<file path="src/rtl/rs_gf_pkg.sv">
// GF(2^8) helpers shared by the RS decoder: field constants, alpha power table,
// constant multiplication and the Chien search state encoding.
package rs_gf_pkg;

  localparam int GF_M = 8;
  localparam logic [GF_M:0] GF_POLY = 9'h11D;
  localparam int GF_ORDER = 255;

  typedef enum logic [1:0] {
    ST_IDLE = 2'd0,
    ST_RUN  = 2'd1,
    ST_DONE = 2'd2
  } chien_state_t;

  function automatic logic [GF_M-1:0] gf_xtime(input logic [GF_M-1:0] a);
    logic [GF_M-1:0] r;
    r = {a[GF_M-2:0], 1'b0};
    if (a[GF_M-1]) r = r ^ GF_POLY[GF_M-1:0];
    return r;
  endfunction

  function automatic logic [GF_ORDER-1:0][GF_M-1:0] gf_alpha_table();
    logic [GF_ORDER-1:0][GF_M-1:0] tbl;
    logic [GF_M-1:0] a;
    a = 8'd1;
    for (int i = 0; i < GF_ORDER; i++) begin
      tbl[8'(i)] = a;
      a = gf_xtime(a);
    end
    return tbl;
  endfunction

  localparam logic [GF_ORDER-1:0][GF_M-1:0] ALPHA_POW = gf_alpha_table();

  // value * alpha^power: each set input bit selects the column alpha^(power+i)
  function automatic logic [GF_M-1:0] gf_mul_const(input logic [GF_M-1:0] value, input int power);
    logic [GF_M-1:0] r;
    r = '0;
    for (int i = 0; i < GF_M; i++) begin
      if (value[i]) r = r ^ ALPHA_POW[8'((power + i) % GF_ORDER)];
    end
    return r;
  endfunction

endpackage

</file>
<file path="src/rtl/rs_gf_mult_const.sv">
// Constant GF(2^8) multiplier: product = value * alpha^EXP as a fixed XOR network.
module rs_gf_mult_const
  import rs_gf_pkg::*;
#(
  parameter int EXP = 1
) (
  input  logic [GF_M-1:0] value,
  output logic [GF_M-1:0] product
);

  assign product = gf_mul_const(value, EXP);

endmodule

</file>
<file path="src/rtl/rs_chien_search.sv">
// Chien search: evaluates Lambda(alpha^-p) for p = N-1 down to 0, flags roots,
// counts them against the locator degree and emits the odd-term sum for Forney.
module rs_chien_search
  import rs_gf_pkg::*;
#(
  parameter int T = 8,
  parameter int N = 255,
  parameter int M = GF_M
) (
  input  logic               CLK,
  input  logic               RESET,
  input  logic               enable,
  input  logic               start,
  input  logic [(T+1)*M-1:0] lambda_in,
  input  logic [3:0]         degree_in,
  output logic               busy,
  output logic               err_valid,
  output logic               err_flag,
  output logic [7:0]         err_pos,
  output logic [M-1:0]       odd_sum,
  output logic               done,
  output logic [7:0]         root_count,
  output logic               fail
);

  localparam logic [7:0] LAST_POS = 8'(N - 1);
  // 256-N modulo the field order: shortened codes start at alpha^-(N-1)
  localparam int LOAD_STEP = (GF_ORDER + 1 - N) % GF_ORDER;

  chien_state_t state, state_next;
  logic         load_en, step_en, last_pos;

  logic [M-1:0] lam        [T+1];
  logic [M-1:0] lam_scaled [T+1];
  logic [M-1:0] coef_p0    [T+1];
  logic [M-1:0] coef_next  [T+1];
  logic [M-1:0] sum_p0, odd_p0;
  logic [7:0]   pos_p0;
  logic [3:0]   degree_p0;

  function automatic logic [7:0] sat_inc(input logic [7:0] c);
    return (c == 8'hFF) ? c : c + 8'd1;
  endfunction

  for (genvar j = 0; j <= T; j++) begin : g_load
    assign lam[j] = lambda_in[j*M +: M];
    rs_gf_mult_const #(.EXP((j * LOAD_STEP) % GF_ORDER)) u_load (
      .value  (lam[j]),
      .product(lam_scaled[j])
    );
  end

  assign coef_next[0] = coef_p0[0];
  for (genvar j = 1; j <= T; j++) begin : g_step
    rs_gf_mult_const #(.EXP(j % GF_ORDER)) u_step (
      .value  (coef_p0[j]),
      .product(coef_next[j])
    );
  end

  always_comb begin
    sum_p0 = '0;
    odd_p0 = '0;
    for (int j = 0; j <= T; j++) begin
      sum_p0 = sum_p0 ^ coef_p0[j];
      if (j % 2 == 1) odd_p0 = odd_p0 ^ coef_p0[j];
    end
  end

  always_ff @(posedge CLK) begin
    if (RESET) state <= ST_IDLE;
    else       state <= state_next;
  end

  always_comb begin
    state_next = state;
    case (state)
      ST_IDLE: if (load_en) state_next = ST_RUN;
      ST_RUN:  if (last_pos) state_next = ST_DONE;
      ST_DONE: begin
        if (load_en)     state_next = ST_RUN;
        else if (enable) state_next = ST_IDLE;
      end
      default: state_next = ST_IDLE;
    endcase
  end

  always_comb begin
    busy     = (state == ST_RUN);
    load_en  = enable && start && (state != ST_RUN);
    step_en  = enable && (state == ST_RUN);
    last_pos = step_en && (pos_p0 == 8'd0);
  end

  // p0 -> p1: coefficient step and registered position outputs
  always_ff @(posedge CLK) begin
    if (RESET) begin
      for (int j = 0; j <= T; j++) coef_p0[j] <= '0;
      pos_p0     <= '0;
      degree_p0  <= '0;
      err_valid  <= 1'b0;
      err_flag   <= 1'b0;
      err_pos    <= '0;
      odd_sum    <= '0;
      done       <= 1'b0;
      root_count <= '0;
      fail       <= 1'b0;
    end else begin
      err_valid <= step_en;
      done      <= enable && (state == ST_DONE);
      if (load_en) begin
        for (int j = 0; j <= T; j++) coef_p0[j] <= lam_scaled[j];
        pos_p0     <= LAST_POS;
        degree_p0  <= degree_in;
        root_count <= '0;
        fail       <= 1'b0;
      end else if (step_en) begin
        for (int j = 0; j <= T; j++) coef_p0[j] <= coef_next[j];
        pos_p0   <= pos_p0 - 8'd1;
        err_flag <= (sum_p0 == '0);
        err_pos  <= pos_p0;
        odd_sum  <= odd_p0;
        if (sum_p0 == '0) root_count <= sat_inc(root_count);
      end else if (enable && (state == ST_DONE)) begin
        fail <= (root_count != {4'b0, degree_p0});
      end
    end
  end

endmodule

</file>
<file path="config.mk">
export PLATFORM = sky130hd
export DESIGN_NAME = rs_chien_search
export DESIGN_NICKNAME = d
export VERILOG_FILES = /design/src/rtl/rs_gf_pkg.sv /design/src/rtl/rs_gf_mult_const.sv /design/src/rtl/rs_chien_search.sv
export SDC_FILE = /design/constraint.sdc
export NUM_CORES = 1
export LEC_CHECK = 0
export CAP_MARGIN = 20
export CORE_ASPECT_RATIO = 0.6
export CORE_UTILIZATION = 25
export DETAILED_ROUTE_END_ITERATION = 12
export DONT_BUFFER_PORTS = 1
export HOLD_SLACK_MARGIN = 0.02
export PLACE_DENSITY = 0.47
export SLEW_MARGIN = 20
export SYNTH_ARGS = -nofsm -noshare
export SYNTH_HDL_FRONTEND = slang
export SYNTH_SLANG_ARGS = --single-unit
</file>
<file path="constraint.sdc">
create_clock -name CLK -period 2.53 [get_ports CLK]
set_input_delay 0.3795 -clock CLK [delete_from_list [all_inputs] [get_ports CLK]]
set_output_delay 0.3795 -clock CLK [all_outputs]
set_load 0.005 [all_outputs]
</file>
# Yosys cells after proc, flatten, opt, wreduce, memory -nomap -nowiden
# Memory sizes are Yosys's and may differ from the RTL's.
# Index checks and enable logic that the tools add are counted.
# classes
n_eq_ne,8
reduce_logical,14
addsub,2
bitwise,151
mux,170
# ops
operator,n
8-bit 2-to-1 mux,59
4-bit inverter,50
7-bit 2-to-1 mux,25
6-bit 2-to-1 mux,27
5-bit 2-to-1 mux,29
8-bit XOR,11
"1-bit inverter, first input constant",49
5-bit inverter,8
4-bit 2-to-1 mux,7
3-bit inverter with 4-bit output,6
3-bit inverter,6
1-bit bitwise OR,18
8-bit logical NOT,2
3-bit 2-to-1 mux,5
2-bit 2-to-1 mux,7
1-bit 2-to-1 mux,10
"8-bit by 1-bit adder with 8-bit output, second input constant",1
"8-bit equality test, second input constant",1
8-bit by 4-bit != test with 1-bit output,1
"8-bit by 1-bit subtractor with 8-bit output, second input constant",1
2-bit one-hot mux with 3 select lines,1
3-bit AND reduction,2
1-bit logical AND,5
"2-bit by 1-bit != test with 1-bit output, second input constant",2
9 further kinds,12
# word_totals
register_bits,42
mem_count,1
ramBits,72
# memory_table
name,depth,word_bits,rd,rd_ports_with_merged_regs,write_ports,line,source
coef_p0,9,8,9,0,9,rs_chien_search.sv:35,logic [M-1:0] coef_p0 [T+1];

# Depth between registers and ports, before layout
# Gate-level depths: netlist of run 1.
# depth
word_depth,17
ltp_mapped,8
mapped_depth_nobuf,6

# By module
# Synthesis of run 1 repeated with hierarchy kept, for this count alone.
# hier_totals
cells_unflattened,629
hier_area_um2,7126.8
# modules_own_cells
mod,seq_area_each_um2,area_each_um2,n_inst,cells_per_inst
rs_chien_search,3002.9,5205.0,1,421
rs_gf_mult_const (g_load[8].u_load ...),0.0,162.7,2,17
rs_gf_mult_const (g_load[7].u_load ...),0.0,147.6,2,16
rs_gf_mult_const (g_load[6].u_load ...),0.0,138.9,2,15
rs_gf_mult_const (g_load[5].u_load ...),0.0,120.1,2,13
rs_gf_mult_const (g_load[4].u_load ...),0.0,110.1,2,12
rs_gf_mult_const (g_load[2].u_load ...),0.0,95.1,2,8
rs_gf_mult_const (g_load[3].u_load ...),0.0,92.6,2,11
rs_gf_mult_const (g_load[1].u_load ...),0.0,63.8,2,8
rs_gf_mult_const (g_load[0].u_load),0.0,60.1,1,8

# Worst setup path before layout of run 1
# No wires, ideal clock.
# synth_timing
path_type,reg-to-reg
start,reg state[0]
end,"mem coef_p0[0][10] in the netlist's numbering, enable pin"
period_less_slack_ps,2823
required_time_ps,2106
n_path_buf,1
slack_ps,-293
path_stages_with_launch,6
t_arrival_ps,2400
cell_sequence,dfxtp_1 > nor2b_1 > buf_2 > nor2_1 > nor2_1 > nand2_1
# synth_lines
element,line,source
start: declaration,rs_chien_search.sv:30,"chien_state_t state, state_next;"
start signal: assignment,rs_chien_search.sv:72,else state <= state_next;
end: declaration,rs_chien_search.sv:35,

==> key figures, run 1 <==
Placement
  • Routability Congestion: 0.8474
  • Port bufs: 0
  • Dpl hpwl: roughly 14000 um

Logic synthesis
  • Mapped cell area: 6629 sq um
  • Post-synth EDFFs: 72
  • Top cells by count, synth: xnor2_1 (155), xor2_1 (73), edfxtp_1 (72)
  • Simple-Gate Fraction of Synth Area: 0.08097
  • Adder-Cell Fraction of Synth Area: 0.003775
  • Share of the synthesized area in the top cell type: 0.3262
  • Synth top area cells: edfxtp_1 (33%), xnor2_1 (20%), dfxtp_1 (13%)
  • Synth Area in XOR/XNOR: 0.3309
  • Count leader, synth: xnor2_1
  • Ys flop type: edfxtp_1
  • Register bit total from synthesis: between 100 and 150
  • Asr flop ratio synth: 0
  • Syn. warnings: 0
  • Synth Instances: between 600 and 700
  • Top cell type by total area after synthesis: edfxtp_1
  • Largest family of logic cells by synthesized area: XOR/XNOR gates
  • Sequential fraction of the synthesis area: 0.4530
  • Synth Net Count: around 690
  • Synth Area in Compound Gates: 0.1031
  • Distinct cells, synth: 40
  • Syn avg cell area: about 11 sq um
  • Post-synthesis mux area share: 0.006040

Routing
  • Per-cell routed wire length: approximately 18 um
  • Post-route ant nets: 0
  • Drt via density: roughly 4.5
  • First DRT Iteration DRCs: a little under 300
  • 1st-pass router iterations: 4
  • Drc violations: 0
  • Total Wirelength: 18090 um
  • Vias: 4465

Floorplanning
  • Row Count: 45
  • Die area: ~27000 sq um
  • Die Y: 128.1 um
  • Starting Density: 0.2582
  • Core area: about 26000 sq um
  • # IOs: 109
  • Die X: 212.2 um

Power and ir drop
  • Pwr Density: 764.1 nW/um^2
  • VDD IR max: 0.4323 mV
  • Leak pwr: 2.709 nW

CTS
  • H-tree depth: 4
  • CTS Root Cell: clkbuf_16
  • TritonCTS clock tree: built
  • Maximum clock path buffer count: 2
  • Clk sinks: 114
  • Inserted Clock Buffers: 17
  • Postcts setup bufs: 0
  • Clock Latency Late Sink: 0.41 ns
  • Clock slew at reported path FFs: 0.06 ns

STA
  • Clk_skew: between 0.009 and 0.01 ns
  • Pins over their slew limit: 0
  • Sum Neg Setup Slack: 0 ns
  • Worst Tran Pin Value: 0.6491 ns
  • Final period util: 0.9414
  • Shortest period the worst path allows: 2.382 ns
  • Final Hold Vio Count: 0
  • Fmax achieved: 419.9 MHz
  • Slew HR: 0.5657
  • # setup viols final: 0
  • RSZ-0062 raised after global routing: false

Critical path
  • Crit Path Category: reg2reg
  • Worst Path Buf+Inv: 0
  • Most frequent CP cell: xnor2_1
  • Max Fanout on Critical Path: 8
  • Critical path arrival: roughly 2.7 ns
  • Crit end category: flop
  • Slowest stage delay, CP: 0.60 ns
  • Crit-path slowest cell: or4_1
  • Cell Chain, Critical Path: xnor2_1, xnor2_1, xnor2_1, nand4_1, or4_1, a21oi_1
  • CP Launch Type: flop
  • Largest delay contributor family on the critical path: simple AND/OR/NAND/NOR gates
  • CP required: 2.87 ns

GRT
  • Gr usage total: 0.1382
  • Largest net degree at the start of global routing: 44
  • First-pass GRT wire length: 27860 um
  • Grt total ovfl: 0
  • Initial antenna violation count: 1
  • Number of global-route vias before repair: between 4k and 5k

Run
  • Max-Cap Viols: 0

Finish
  • P&R area growth vs syn: 17.08%
  • Fill cell total of the finished layout: 2670
  • Final Util: 0.3023
  • Share of cells above drive strength 1: 0.1022
  • Nets: between 700 and 800

Worst hold path
  • HP Class: in2reg

Status
  • Status: finished clean
## report_power, final
part	leakage, nW	switching [mW]	total, mW	internal (mW)
Combinational	1.31	0.651	1.34	0.688
Clock	0.289	0.891	2.28	1.39
Sequential	1.11	0.167	2.31	2.14
Total	2.71	1.71	5.93	4.22
## metrics by stage
step	setup slack [ns]	instances	hold slack, ns	power [mW]	area [sq um]
detailed placement	0.01224	955	0.4548	3.665	7154
CTS	0.006505	988	0.07573	6.008	7746
floorplan	0.3085	607	0.4398	3.316	6631
global route	0.005787	989	0.08997	6.230	7756
global placement	0.01875	955	0.4482	3.664	7154
finish	0.1483	991	0.09912	5.931	7761
## sequential cells by signal, indices dropped and copies added, names as in the netlist, 2 cells and up
signal / flops
pos_p0: 8
odd_sum: 8
root_count: 8
err_pos: 8
degree_p0: 4
coef_p0: 72
state: 2
## worst paths after layout
kind                             startpoint                          to  slack [ns]  depth (start not counted)
hold / removal                 degree_in[0]   degree_p0[0]$_SDFFE_PP0P_         0.1                          2
setup / recovery   coef_p0[0][46]$_DFFE_PP_  root_count[2]$_SDFFE_PP0P_        0.15                          6
setup reg to reg   coef_p0[0][46]$_DFFE_PP_  root_count[2]$_SDFFE_PP0P_        0.15                          6
hold reg to reg   degree_p0[0]$_SDFFE_PP0P_   degree_p0[0]$_SDFFE_PP0P_        0.47                          2
## placed cells by master, fill, tap and decap left out, types with 5 or more instances in the layout
| cell type | Yosys | routed |
|---|---|---|
| a21oi_1 | 23 | 23 |
| xor2_1 | 73 | 73 |
| clkbuf_16 | 0 | 19 |
| edfxtp_1 | 72 | 72 |
| and2_1 | 9 | 9 |
| o22ai_1 | 37 | 37 |
| a22o_1 | 16 | 16 |
| xnor3_1 | 8 | 8 |
| nor2_1 | 15 | 14 |
| or3_1 | 7 | 7 |
| dfxtp_1 | 42 | 42 |
| o21ai_0 | 14 | 14 |
| o31ai_1 | 5 | 5 |
| a211oi_1 | 8 | 8 |
| nand2_1 | 50 | 49 |
| buf_4 | 1 | 23 |
| or4_1 | 5 | 5 |
| xnor2_1 | 155 | 153 |
## repair_timing
item / CTS / global route
pin swaps: 0 / 0
endpoints found under the hold margin: 31 / 0
endpoints found under the setup margin: 2 / 8
cloned: 0 / 0
gates resized for setup: 1 / 1
hold buffers: 1 / 0
## worst register-to-register path: cells and delay by family, from the launching register on
family | cells | cell delay [ns]
XOR/XNOR | 3 | 0.76
flip-flops | 1 | 0.48
AO/OA/AOI/OAI | 1 | 0.16
AND/OR/NAND/NOR | 2 | 0.89
## kinds of logic after synthesis
kind of cell | after synthesis
AOI/OAI and AO/OA | 107
DFF | 114
and+or+nand+nor | 110
muxes | 4
xor gates and xnor gates | 237
adders and majority gates | 2
buffers and inverters | 33
## per-layer routing
metal / part of all wire / vias up / global-route usage
li1: - / 2167 / -
met1: 0.52 / 2191 / 0.2078
met2: 0.42 / 97 / 0.1871
met3: 0.057 / 10 / 0.03846
met4: 0.0087 / 0 / 0.04190
met5: 0 / - / 0
## cell type report
type / instances / area (sq um) / share of cell area
multi-input cells: 460 / 3498 / 0.4508
flip-flops and latches: 114 / 3003 / 0.3869
clock buffers: 21 / 493.0 / 0.06352
well taps: 352 / 440.4 / 0.05675
repair buffers: 26 / 232.7 / 0.02999
clock inverters: 11 / 71.32 / 0.009189
inverters: 4 / 15.01 / 0.001935
diodes: 3 / 7.507 / 0.0009673
No activity file was read; power rests on OpenSTA's default activity.
==> run 2, diff against run 1 <==
--- a/config.mk
+++ b/config.mk
@@ -12,6 +12,7 @@
 export DONT_BUFFER_PORTS = 1
 export HOLD_SLACK_MARGIN = 0.02
 export PLACE_DENSITY = 0.47
+export RECOVER_POWER = 25
 export SLEW_MARGIN = 20
 export SYNTH_ARGS = -nofsm -noshare
 export SYNTH_HDL_FRONTEND = slang
==> run 2 against run 1 <==
Net effect: final cell count did not move; flip-flop and latch count did not move; clock skew fell by 0.0023 ns; die area did not move; utilization barely moved; combinational power barely moved; design area barely moved; sequential power barely moved; clock power barely moved; maximum frequency fell by 0.63%; via count fell by 0.13%; critical path type unchanged; largest cell class unchanged.
==> key figures, run 2 (synthesis gave the netlist of run 1 again) <==
Power and ir drop
  • Clock share of power: 0.385 (about the same)
  • Flop pwr share: 0.389 (about the same)
  • Tot Pwr: 5.928 mW (about the same)
  • Leak pwr: 2.703 nW (-0.22%)
  • VDD IR max: 0.4375 mV (+1.2%)
  • P_sw: 1.707 mW (about the same)
  • Power share of the combinational group: 0.226 (about the same)
  • Internal: 4.221 mW (about the same)
  • Pwr Density: 764.1 nW/um^2 (about the same)
  • Fraction of power spent switching nets: 0.2880 (about the same)

GRT
  • Largest net degree at the start of global routing: 44 (unchanged)
  • First-pass GRT wire length: 27860 um (unchanged)
  • Gr usage total: 0.1382 (unchanged)
  • Grt total ovfl: 0 (unchanged)
  • Initial antenna violation count: 1 (unchanged)
  • Number of global-route vias before repair: 4489 (unchanged)

CTS
  • Maximum clock path buffer count: 2 (unchanged)
  • H-tree depth: 4 (unchanged)
  • Clock Latency Late Sink: 0.42 ns (about the same)
  • Inserted Clock Buffers: 17 (unchanged)
  • TritonCTS clock tree: built
  • CTS Root Cell: clkbuf_16
  • Clk sinks: 114 (unchanged)
  • Clock slew at reported path FFs: 0.06 ns (about the same)

Routing
  • Post-route ant nets: 0 (unchanged)
  • Drt via density: 4.499 (-0.13%)
  • Drc violations: 0 (unchanged)
  • Total Wirelength: 18150 um (+0.31%)
  • First DRT Iteration DRCs: 296 (+1.0%)
  • Per-cell routed wire length: 18.31 um (+0.31%)
  • 1st-pass router iterations: 4 (unchanged)
  • Vias: 4459 (-0.13%)

STA
  • Worst Tran Pin Value: 0.7107 ns (+0.06160 ns)
  • RSZ-0062 raised after global routing: false
  • Slew HR: 0.5262 (-0.03947)
  • Clk_skew: 0.006908 ns (-0.002274 ns)
  • Pins over their slew limit: 0 (unchanged)
  • Final Hold Vio Count: 0 (unchanged)
  • Sum Neg Setup Slack: 0 ns (unchanged)
  • Fmax achieved: 417.2 MHz (-0.63%)
  • Final period util: 0.9474 (+0.005985)
  • # setup viols final: 0 (unchanged)
  • Shortest period the worst path allows: 2.397 ns (+0.01514 ns)
  • Setup ws final: 0.1332 ns (-0.01514 ns)

Floorplanning
  • Starting Density: 0.2582 (unchanged)
  • Die area: 27190 sq um (unchanged)
  • Die X: 212.2 um (unchanged)
  • # IOs: 109 (unchanged)
  • Row Count: 45 (unchanged)
  • Core area: 25670 sq um (unchanged)
  • Die Y: 128.1 um (unchanged)

Finish
  • Nets: 705 (unchanged)
  • Max reg flops: 72 (unchanged)
  • Count of non-filler cells in the finished layout: 991 (unchanged)
  • Share of cells above drive strength 1: 0.09906 (-0.003145)
  • Largest Register: coef_p0
  • P&R area growth vs syn: 17.03% (about the same)
  • Leading cell type in the layout, fill and taps excluded: xnor2_1
  • Final Util: 0.3021 (about the same)
  • Most frequent cells in the layout: xnor2_1 (153), xor2_1 (73), edfxtp_1 (72), nand2_1 (49), dfxtp_1 (42)

Placement
  • Routability Congestion: 0.8474 (unchanged)
  • Dpl hpwl: 13580 um (unchanged)
  • Cells after DPL: 955 (unchanged)
  • Port bufs: 0 (unchanged)
  • Post-place setup slack: 0.01224 ns (unchanged)

Critical path
  • Max Fanout on Critical Path: 8 (unchanged)
  • CP Launch Type: flop
  • CP required: 2.87 ns (about the same)
  • Largest delay contributor family on the critical path: simple AND/OR/NAND/NOR gates
  • Crit Path Category: reg2reg
  • Cell Chain, Critical Path: xnor2_1, xnor2_1, xnor2_1, nand4_1, or4_1, a21oi_1
  • Crit-path slowest cell: or4_1
  • Worst Path Buf+Inv: 0 (unchanged)
  • Critical path arrival: 2.73 ns (about the same)
  • Crit end category: flop
  • Most frequent CP cell: xnor2_1
  • R2R Setup Slk: 0.13 ns (-0.02 ns)
  • Slowest stage delay, CP: 0.60 ns (about the same)

Worst hold path
  • HP Class: in2reg

Run
  • Max-Cap Viols: 0 (unchanged)

Status
  • Status: finished clean
[run 2: cell types whose count changed in the layout (fill, tap and decap cells not counted)]
| cell | change |
|---|---|
| clkbuf_1 | +1 |
| and2_0 | +1 |
| or2_2 | -1 |
| or2_0 | +1 |
| buf_4 | -1 |
| and2_1 | -1 |
[run 2: per-stage QoR]
| stage | cell area (sq um) | hold WS [ns] |
|---|---|---|
| detailed placement | 7154 | 0.4548 |
| global placement | 7154 | 0.4482 |
| CTS | 7746 | 0.07573 |
| floorplan | 6631 | 0.4398 |
| global route | 7752 | 0.08997 |
| finish | 7757 | 0.09410 |
[run 2: timing repair]
action                                  4_1_cts  5_1_grt
pin swaps                                     0        0
endpoints found under the setup margin        2        8
gates resized for setup                       1        1
endpoints found under the hold margin        31        0
hold buffers                                  1        0
buffers inserted                              0        0
[run 2: power groups by stage]
stage	clock (mW)	sequential, mW	combinational [mW]
after floorplan	0	2.29	1.03
after global placement	0	2.34	1.32
after detailed placement	0	2.35	1.32
after CTS	2.35	2.31	1.35
after global routing	2.44	2.33	1.46
final	2.28	2.31	1.34
[run 2: cell type report]
cell class              instances  area [sq um]
fillers                      2669         17920
diodes                          3         7.507
well taps                     352         440.4
flip-flops and latches        114          3003
multi-input cells             460          3498
inverters                       4         15.01
repair buffers                 26         229.0
clock buffers                  21         493.0
clock inverters                11         71.32
[run 2: worst paths after layout]
check                                                from                    endpoint  cells after the start
worst max-delay path             coef_p0[0][46]$_DFFE_PP_  root_count[2]$_SDFFE_PP0P_                      6
worst min-delay path                         degree_in[0]   degree_p0[0]$_SDFFE_PP0P_                      2
worst max register to register   coef_p0[0][46]$_DFFE_PP_  root_count[2]$_SDFFE_PP0P_                      6
worst min register to register  degree_p0[0]$_SDFFE_PP0P_   degree_p0[0]$_SDFFE_PP0P_                      2
[run 2: layer usage]
layer	vias up	share of wire	global-route usage
met5	-	0	0
met4	0	0.0087	0.04190
met3	10	0.060	0.03846
met2	104	0.42	0.1871
met1	2178	0.51	0.2078
li1	2167	-	-
